File: config.mk
export PLATFORM = sky130hd
export DESIGN_NAME = env_step_driver_flat
export DESIGN_NICKNAME = d
export VERILOG_FILES = /design/src/rtl/env_step_driver_if.sv /design/src/rtl/env_step_driver.sv /design/src/flat_wrapper.sv
export SDC_FILE = /design/constraint.sdc
export NUM_CORES = 1
export LEC_CHECK = 0
export ABC_AREA = 1
export CORE_UTILIZATION = 35
export DETAILED_ROUTE_END_ITERATION = 7
export PLACE_DENSITY = 0.73
export SETUP_SLACK_MARGIN = 0.15
export SLEW_MARGIN = 30
export SYNTH_ARGS = -nofsm -noshare
export SYNTH_HDL_FRONTEND = slang
export SYNTH_SLANG_ARGS = --single-unit
File: constraint.sdc
create_clock -name clk -period 1.7 [get_ports clk]
set_input_delay 0.255 -clock clk [delete_from_list [all_inputs] [get_ports clk]]
set_output_delay 0.255 -clock clk [all_outputs]
set_load 0.1 [all_outputs]
File: src/rtl/env_step_driver_if.sv
// env_step_driver_if: transition channel from the environment stepper to the Dyna-Q learner
// valid/ready handshake carrying one (state, action, reward, next_state, terminal) transition
// master: stepper drives valid and payload, samples ready; slave: learner side
interface env_step_driver_if #(
    parameter int LOCATION_LENGTH = 32,
    parameter int REWARD_LENGTH   = 11
);
    logic                       valid;
    logic                       ready;
    logic [LOCATION_LENGTH-1:0] state;
    logic [1:0]                 action;
    logic [REWARD_LENGTH-1:0]   reward;
    logic [LOCATION_LENGTH-1:0] next_state;
    logic                       terminal;
    modport master(output valid, state, action, reward, next_state, terminal, input ready);
    modport slave(input valid, state, action, reward, next_state, terminal, output ready);
endinterface

File: src/rtl/env_step_driver.sv
// env_step_driver: epsilon-greedy agent stepper for the 5x5 grid environment, emits transitions and sequences episodes
// clk/reset (sync, active-low); start, epsilon, policy_valid/policy_action from the learner;
// env_location/env_action to and env_reward/env_next_location from the environment;
// tr (master) transition channel; episode_done pulse, episode_count, busy status
module env_step_driver #(
    parameter int          LOCATION_LENGTH = 32,
    parameter int          REWARD_LENGTH   = 11,
    parameter int          START_LOCATION  = 0,
    parameter int          MAX_STEPS       = 64,
    parameter logic [15:0] LFSR_SEED       = 16'hACE1
) (
    input  logic                       clk,
    input  logic                       reset,
    input  logic                       start,
    input  logic [7:0]                 epsilon,
    input  logic                       policy_valid,
    input  logic [1:0]                 policy_action,
    output logic [LOCATION_LENGTH-1:0] env_location,
    output logic [1:0]                 env_action,
    input  logic [REWARD_LENGTH-1:0]   env_reward,
    input  logic [LOCATION_LENGTH-1:0] env_next_location,
    env_step_driver_if.master          tr,
    output logic                       episode_done,
    output logic [15:0]                episode_count,
    output logic                       busy
);
    localparam int STEP_W = $clog2(MAX_STEPS) + 1;
    localparam logic [2:0] IDLE = 3'd0, DECIDE = 3'd1, SAMPLE = 3'd2, EMIT = 3'd3, DONE = 3'd4;
    localparam logic [REWARD_LENGTH-1:0] TREASURE = {1'b0, {(REWARD_LENGTH-1){1'b1}}};
    localparam logic [STEP_W-1:0] LAST_STEP = STEP_W'(MAX_STEPS - 1);
    localparam logic [LOCATION_LENGTH-1:0] HOME = LOCATION_LENGTH'(START_LOCATION);
    logic [2:0]        state;
    logic [STEP_W-1:0] step;
    logic [15:0]       lfsr;
    logic [1:0]        choice;
    // explore with a random direction when the low LFSR byte falls under epsilon
    assign choice       = (lfsr[7:0] < epsilon) ? lfsr[9:8] : policy_action;
    assign tr.valid     = state == EMIT;
    assign busy         = state != IDLE;
    assign episode_done = state == DONE;
    always_ff @(posedge clk) begin
        if (!reset) begin
            state         <= IDLE;
            step          <= '0;
            lfsr          <= LFSR_SEED;
            env_location  <= HOME;
            env_action    <= 2'd0;
            episode_count <= 16'd0;
            tr.state      <= '0;
            tr.action     <= 2'd0;
            tr.reward     <= '0;
            tr.next_state <= '0;
            tr.terminal   <= 1'b0;
        end else begin
            lfsr <= {lfsr[14:0], lfsr[15] ^ lfsr[13] ^ lfsr[12] ^ lfsr[10]};
            case (state)
                IDLE: if (start) begin
                    env_location <= HOME;
                    step         <= '0;
                    state        <= DECIDE;
                end
                DECIDE: if (policy_valid) begin
                    env_action <= choice;
                    state      <= SAMPLE;
                end
                SAMPLE: begin
                    tr.state      <= env_location;
                    tr.action     <= env_action;
                    tr.reward     <= env_reward;
                    tr.next_state <= env_next_location;
                    tr.terminal   <= (env_reward == TREASURE) | (step == LAST_STEP);
                    state         <= EMIT;
                end
                EMIT: if (tr.ready) begin
                    step         <= step + 1'b1;
                    env_location <= tr.next_state;
                    state        <= tr.terminal ? DONE : DECIDE;
                end
                DONE: begin
                    episode_count <= episode_count + {15'd0, episode_count != 16'hFFFF};
                    env_location  <= HOME;
                    step          <= '0;
                    state         <= IDLE;
                end
                default: state <= IDLE;
            endcase
        end
    end
endmodule

File: src/flat_wrapper.sv
// flat-port wrapper written by rule: the top's interface ports become plain ports
module env_step_driver_flat 
#(
    parameter int          LOCATION_LENGTH = 32,
    parameter int          REWARD_LENGTH   = 11,
    parameter int          START_LOCATION  = 0,
    parameter int          MAX_STEPS       = 64,
    parameter logic [15:0] LFSR_SEED       = 16'hACE1
)
  (clk, reset, start, epsilon, policy_valid, policy_action, env_location, env_action, env_reward, env_next_location, episode_done, episode_count, busy, tr_valid, tr_state, tr_action, tr_reward, tr_next_state, tr_terminal, tr_ready);
  env_step_driver_if #(.LOCATION_LENGTH(LOCATION_LENGTH), .REWARD_LENGTH(REWARD_LENGTH)) tr_i ();
  input  logic clk;
  input  logic reset;
  input  logic start;
  input  logic [7:0] epsilon;
  input  logic policy_valid;
  input  logic [1:0] policy_action;
  output logic [LOCATION_LENGTH-1:0] env_location;
  output logic [1:0] env_action;
  input  logic [REWARD_LENGTH-1:0] env_reward;
  input  logic [LOCATION_LENGTH-1:0] env_next_location;
  output logic episode_done;
  output logic [15:0] episode_count;
  output logic busy;
  output wire logic [$bits(tr_i.valid)-1:0] tr_valid;
  output wire logic [$bits(tr_i.state)-1:0] tr_state;
  output wire logic [$bits(tr_i.action)-1:0] tr_action;
  output wire logic [$bits(tr_i.reward)-1:0] tr_reward;
  output wire logic [$bits(tr_i.next_state)-1:0] tr_next_state;
  output wire logic [$bits(tr_i.terminal)-1:0] tr_terminal;
  input wire logic [$bits(tr_i.ready)-1:0] tr_ready;
  assign tr_valid = tr_i.valid;
  assign tr_state = tr_i.state;
  assign tr_action = tr_i.action;
  assign tr_reward = tr_i.reward;
  assign tr_next_state = tr_i.next_state;
  assign tr_terminal = tr_i.terminal;
  assign tr_i.ready = tr_ready;
  env_step_driver #(.LOCATION_LENGTH(LOCATION_LENGTH), .REWARD_LENGTH(REWARD_LENGTH), .START_LOCATION(START_LOCATION), .MAX_STEPS(MAX_STEPS), .LFSR_SEED(LFSR_SEED)) u_core (.clk(clk), .reset(reset), .start(start), .epsilon(epsilon), .policy_valid(policy_valid), .policy_action(policy_action), .env_location(env_location), .env_action(env_action), .env_reward(env_reward), .env_next_location(env_next_location), .tr(tr_i), .episode_done(episode_done), .episode_count(episode_count), .busy(busy));
endmodule
==> flow_metrics.tcl <==
set metrics [dict create \
    status "finished, final reports clean" \
    h-tree-depth 4 \
    r2r-start "u_core.state[2]$_SDFFE_PN0P_" \
    clock.fmax_ghz 0.5916 \
    required_ns 1.99 \
    layout_setup_ws_ns 0.009638 \
    crit_path_top_delay_cell "dfxtp_4" \
    port_buffers 188 \
    finalSetupViolations 0 \
    num_antenna_cells 0 \
    tns_ns 0 \
    critical_path_class "reg -> reg" \
    drt_first_iter_violations 235 \
    period_needed_ns 1.690 \
    grt_max_degree 73 \
    path_delay_family "simple AND/OR/NAND/NOR gates" \
    cts_buffer_depth 2 \
    grt_pass1_vias 5671 \
    cp.buffers_inverters 3 \
    via_per_inst 4.853 \
    synth_nets 854 \
    routed_wl_um 19710 \
    reg2reg_to "u_core.env_location[17]$_SDFFE_PN0P_" \
    cts_tree "done" \
    reg2regPathDepth 9 \
    peakVddDrop_v 0.001391 \
    final_common_cell "nor2_1" \
    fill_cells 1217 \
    drc_errors 0 \
    tightest_slew_ns 0.4815 \
    dr_total_vias 6013 \
    gr-total-overflow 0 \
    syn_inst 786 \
    first_pass_iters 5 \
    final-max-slew-violation-count 0 \
    grt.total_usage_pct 20.08 \
    yosys_register_bits 154 \
    cap_violations 0 \
    critPathArrivalTime_ns 1.98 \
    synth_area_per_cell_um2 7.555 \
    fin_skew_ns 0.01057 \
    place_ws_ns -0.07322 \
    boundaryPins 189 \
    ys_warn_count 0 \
    layout_common_cells "nor2_1, buf_12, dfxtp_1" \
    crit_fanout 8 \
    ant_nets 0 \
    path_clk_slew_ns 0.06 \
    min_from "reset" \
    ys_types 32 \
    postPlaceCellArea_um2 9505 \
    p_leak_nw 4.909 \
    finalHoldViolations 0 \
    clock_sinks 154 \
    ff2ff_setup_slack_ns 0.01 \
    startpoint_type "register" \
    final_cell_area_um2 11200 \
    netlist_area_um2 5938 \
    cp-end-kind "register" \
    final_util_pct 67.55 \
    hpwl_um 11810 \
    die-area_um2 17490 \
    ys_seq_area_share_pct 51.92 \
    hold_depth 3 \
    clk_latency_ns 0.42 \
    grt_pass1_wl_um 28190 \
    cts_root_buf "clkbuf_16" \
    routedWlPerCell_um 15.91 \
    rsz0062_at_grt "yes" \
    slowest_delay_ns 0.36 \
    path_cells "inv_4 > nand3_4 > or2_1 > nand2_2 > clkinv_4 > nand2_8 > clkinv_8 > nand2_4 > a21oi_2" \
    min_path_type "in -> reg" \
    die_y_um 132.3 \
    syn_to_final_growth_pct 88.64 \
    power_density_nw_per_um2 1754 \
    holdPathEnd "u_core.tr.action[0]$_SDFFE_PN0P_" \
    cp.depth 9 \
    num-nets-final 1075 \
    die_w_um 132.3 \
    place.gp.congestion 0.8256 \
    p_total_mw 19.65 \
    maxSlewHeadroom_pct 67.85 \
    cts_hold_buf 0 \
    initial_core_util_pct 35.81 \
    cts_buffers 17 \
    antenna_found_initial 0 \
    drive_above_1_share_pct 35.82 \
    core_area_um2 16580 \
    period_share_pct 99.43 \
    fp-row-count 47 \
]
-- area by class of cell --
cell class / count / area [um2] / area share, %
clock inverter: 10 / 183.9 / 1.642
tap: 220 / 275.3 / 2.457
timing repair inverter: 6 / 72.57 / 0.6478
timing repair buffer: 235 / 3715 / 33.16
clock buffer: 21 / 481.7 / 4.300
inverter: 62 / 264.0 / 2.357
sequential: 154 / 3154 / 28.16
multi-input combinational: 531 / 3055 / 27.28
-- cells in the mapped netlist --
cell | instances | area share, %
or2_1 | 1 | 0.11
or2_2 | 7 | 0.74
nand2_2 | 3 | 0.32
nand3_2 | 2 | 0.34
clkbuf_1 | 27 | 1.7
o21a_1 | 1 | 0.13
a21oi_1 | 68 | 5.7
o21ai_1 | 6 | 0.51
o211ai_1 | 1 | 0.13
buf_2 | 2 | 0.17
nor3_2 | 3 | 0.51
ha_1 | 10 | 2.1
inv_1 | 58 | 3.7
nor2_1 | 168 | 11
nand3b_1 | 1 | 0.13
and3_1 | 1 | 0.11
clkinv_1 | 1 | 0.063
nand4_1 | 5 | 0.53
o21ai_0 | 88 | 7.4
buf_6 | 2 | 0.38
inv_2 | 3 | 0.19
nand2_1 | 138 | 8.7
nor3_1 | 4 | 0.34
xnor2_1 | 2 | 0.30
nor4_1 | 2 | 0.21
buf_1 | 1 | 0.063
nor2_2 | 2 | 0.21
buf_4 | 8 | 1.0
o21bai_1 | 1 | 0.13
xor2_1 | 3 | 0.44
dfxtp_1 | 154 | 52
nand3_1 | 13 | 1.1
-- power by group --
group	internal [mW]	total [mW]	switching (mW)	leakage (nW)
logic	3.60	10.3	6.72	3.31
registers	4.25	5.07	0.815	1.27
clock network	2.77	4.25	1.48	0.329
-- through the flow --
stage | instances | hold slack [ns]
final | 1239 | 0.1588
after detailed placement | 1174 | 0.4108
after floorplan | 786 | 0.3899
after CTS | 1212 | 0.1208
after global placement | 1174 | 0.3961
after global routing | 1239 | 0.1415
-- per-layer routing --
metal	share of wire (%)	global-route usage, %	vias up
li1	-	-	2956
met1	43	23.56	2854
met2	49	34.69	173
met3	5.3	6.113	30
met4	2.3	6.960	0
met5	0	0	-
-- worst reg2reg max path: stages (launching register included) --
cell and delay [ns]:
dfxtp_4 0.36, inv_4 0.08, nand3_4 0.09, or2_1 0.25, nand2_2 0.12, clkinv_4 0.12
nand2_8 0.22, clkinv_8 0.16, nand2_4 0.10, a21oi_2 0.05
-- worst max-delay path by stage --
| stage | from | to | slack [ns] |
|---|---|---|---|
| after floorplan | u_core.episode_count[11]$_SDFFE_PN0P_ | u_core.episode_count[14]$_SDFFE_PN0P_ | -0.09 |
| after global placement | epsilon[7] | u_core.env_action[1]$_SDFFE_PN0P_ | -0.04 |
| after detailed placement | epsilon[7] | u_core.env_action[1]$_SDFFE_PN0P_ | -0.07 |
| after CTS | u_core.episode_count[11]$_SDFFE_PN0P_ | u_core.episode_count[12]$_SDFFE_PN0P_ | 0.05 |
| after global routing | u_core.episode_count[5]$_SDFFE_PN0P_ | u_core.episode_count[14]$_SDFFE_PN0P_ | -0.09 |
| final | u_core.state[2]$_SDFFE_PN0P_ | u_core.env_location[17]$_SDFFE_PN0P_ | 0.01 |
-- logic make-up after synthesis --
family | after synthesis | share of synthesized area, %
fa+ha+maj | 10 | 2.107
flops | 154 | 51.92
xor+xnor | 5 | 0.7376
simple gates | 350 | 23.96
compound gates | 165 | 14.03
buf+inv | 102 | 7.248
-- sequential cells by signal (all words and copies together), names as in the netlist --
register              count
u_core.env_location      32
u_core.tr.next_state     32
u_core.tr.state          32
u_core.episode_count     16
u_core.lfsr              16
u_core.tr.reward         11
u_core.step               7
u_core.state              3
u_core.env_action         2
u_core.tr.action          2
u_core.tr.terminal        1
-- what timing repair did --
item	4_1_cts	5_1_grt
gates cloned	0	11
pin swaps	9	48
buffers inserted	7	16
gates resized for setup	25	154
endpoints found under the setup margin	56	109
Power figures use the tool's default switching activity.
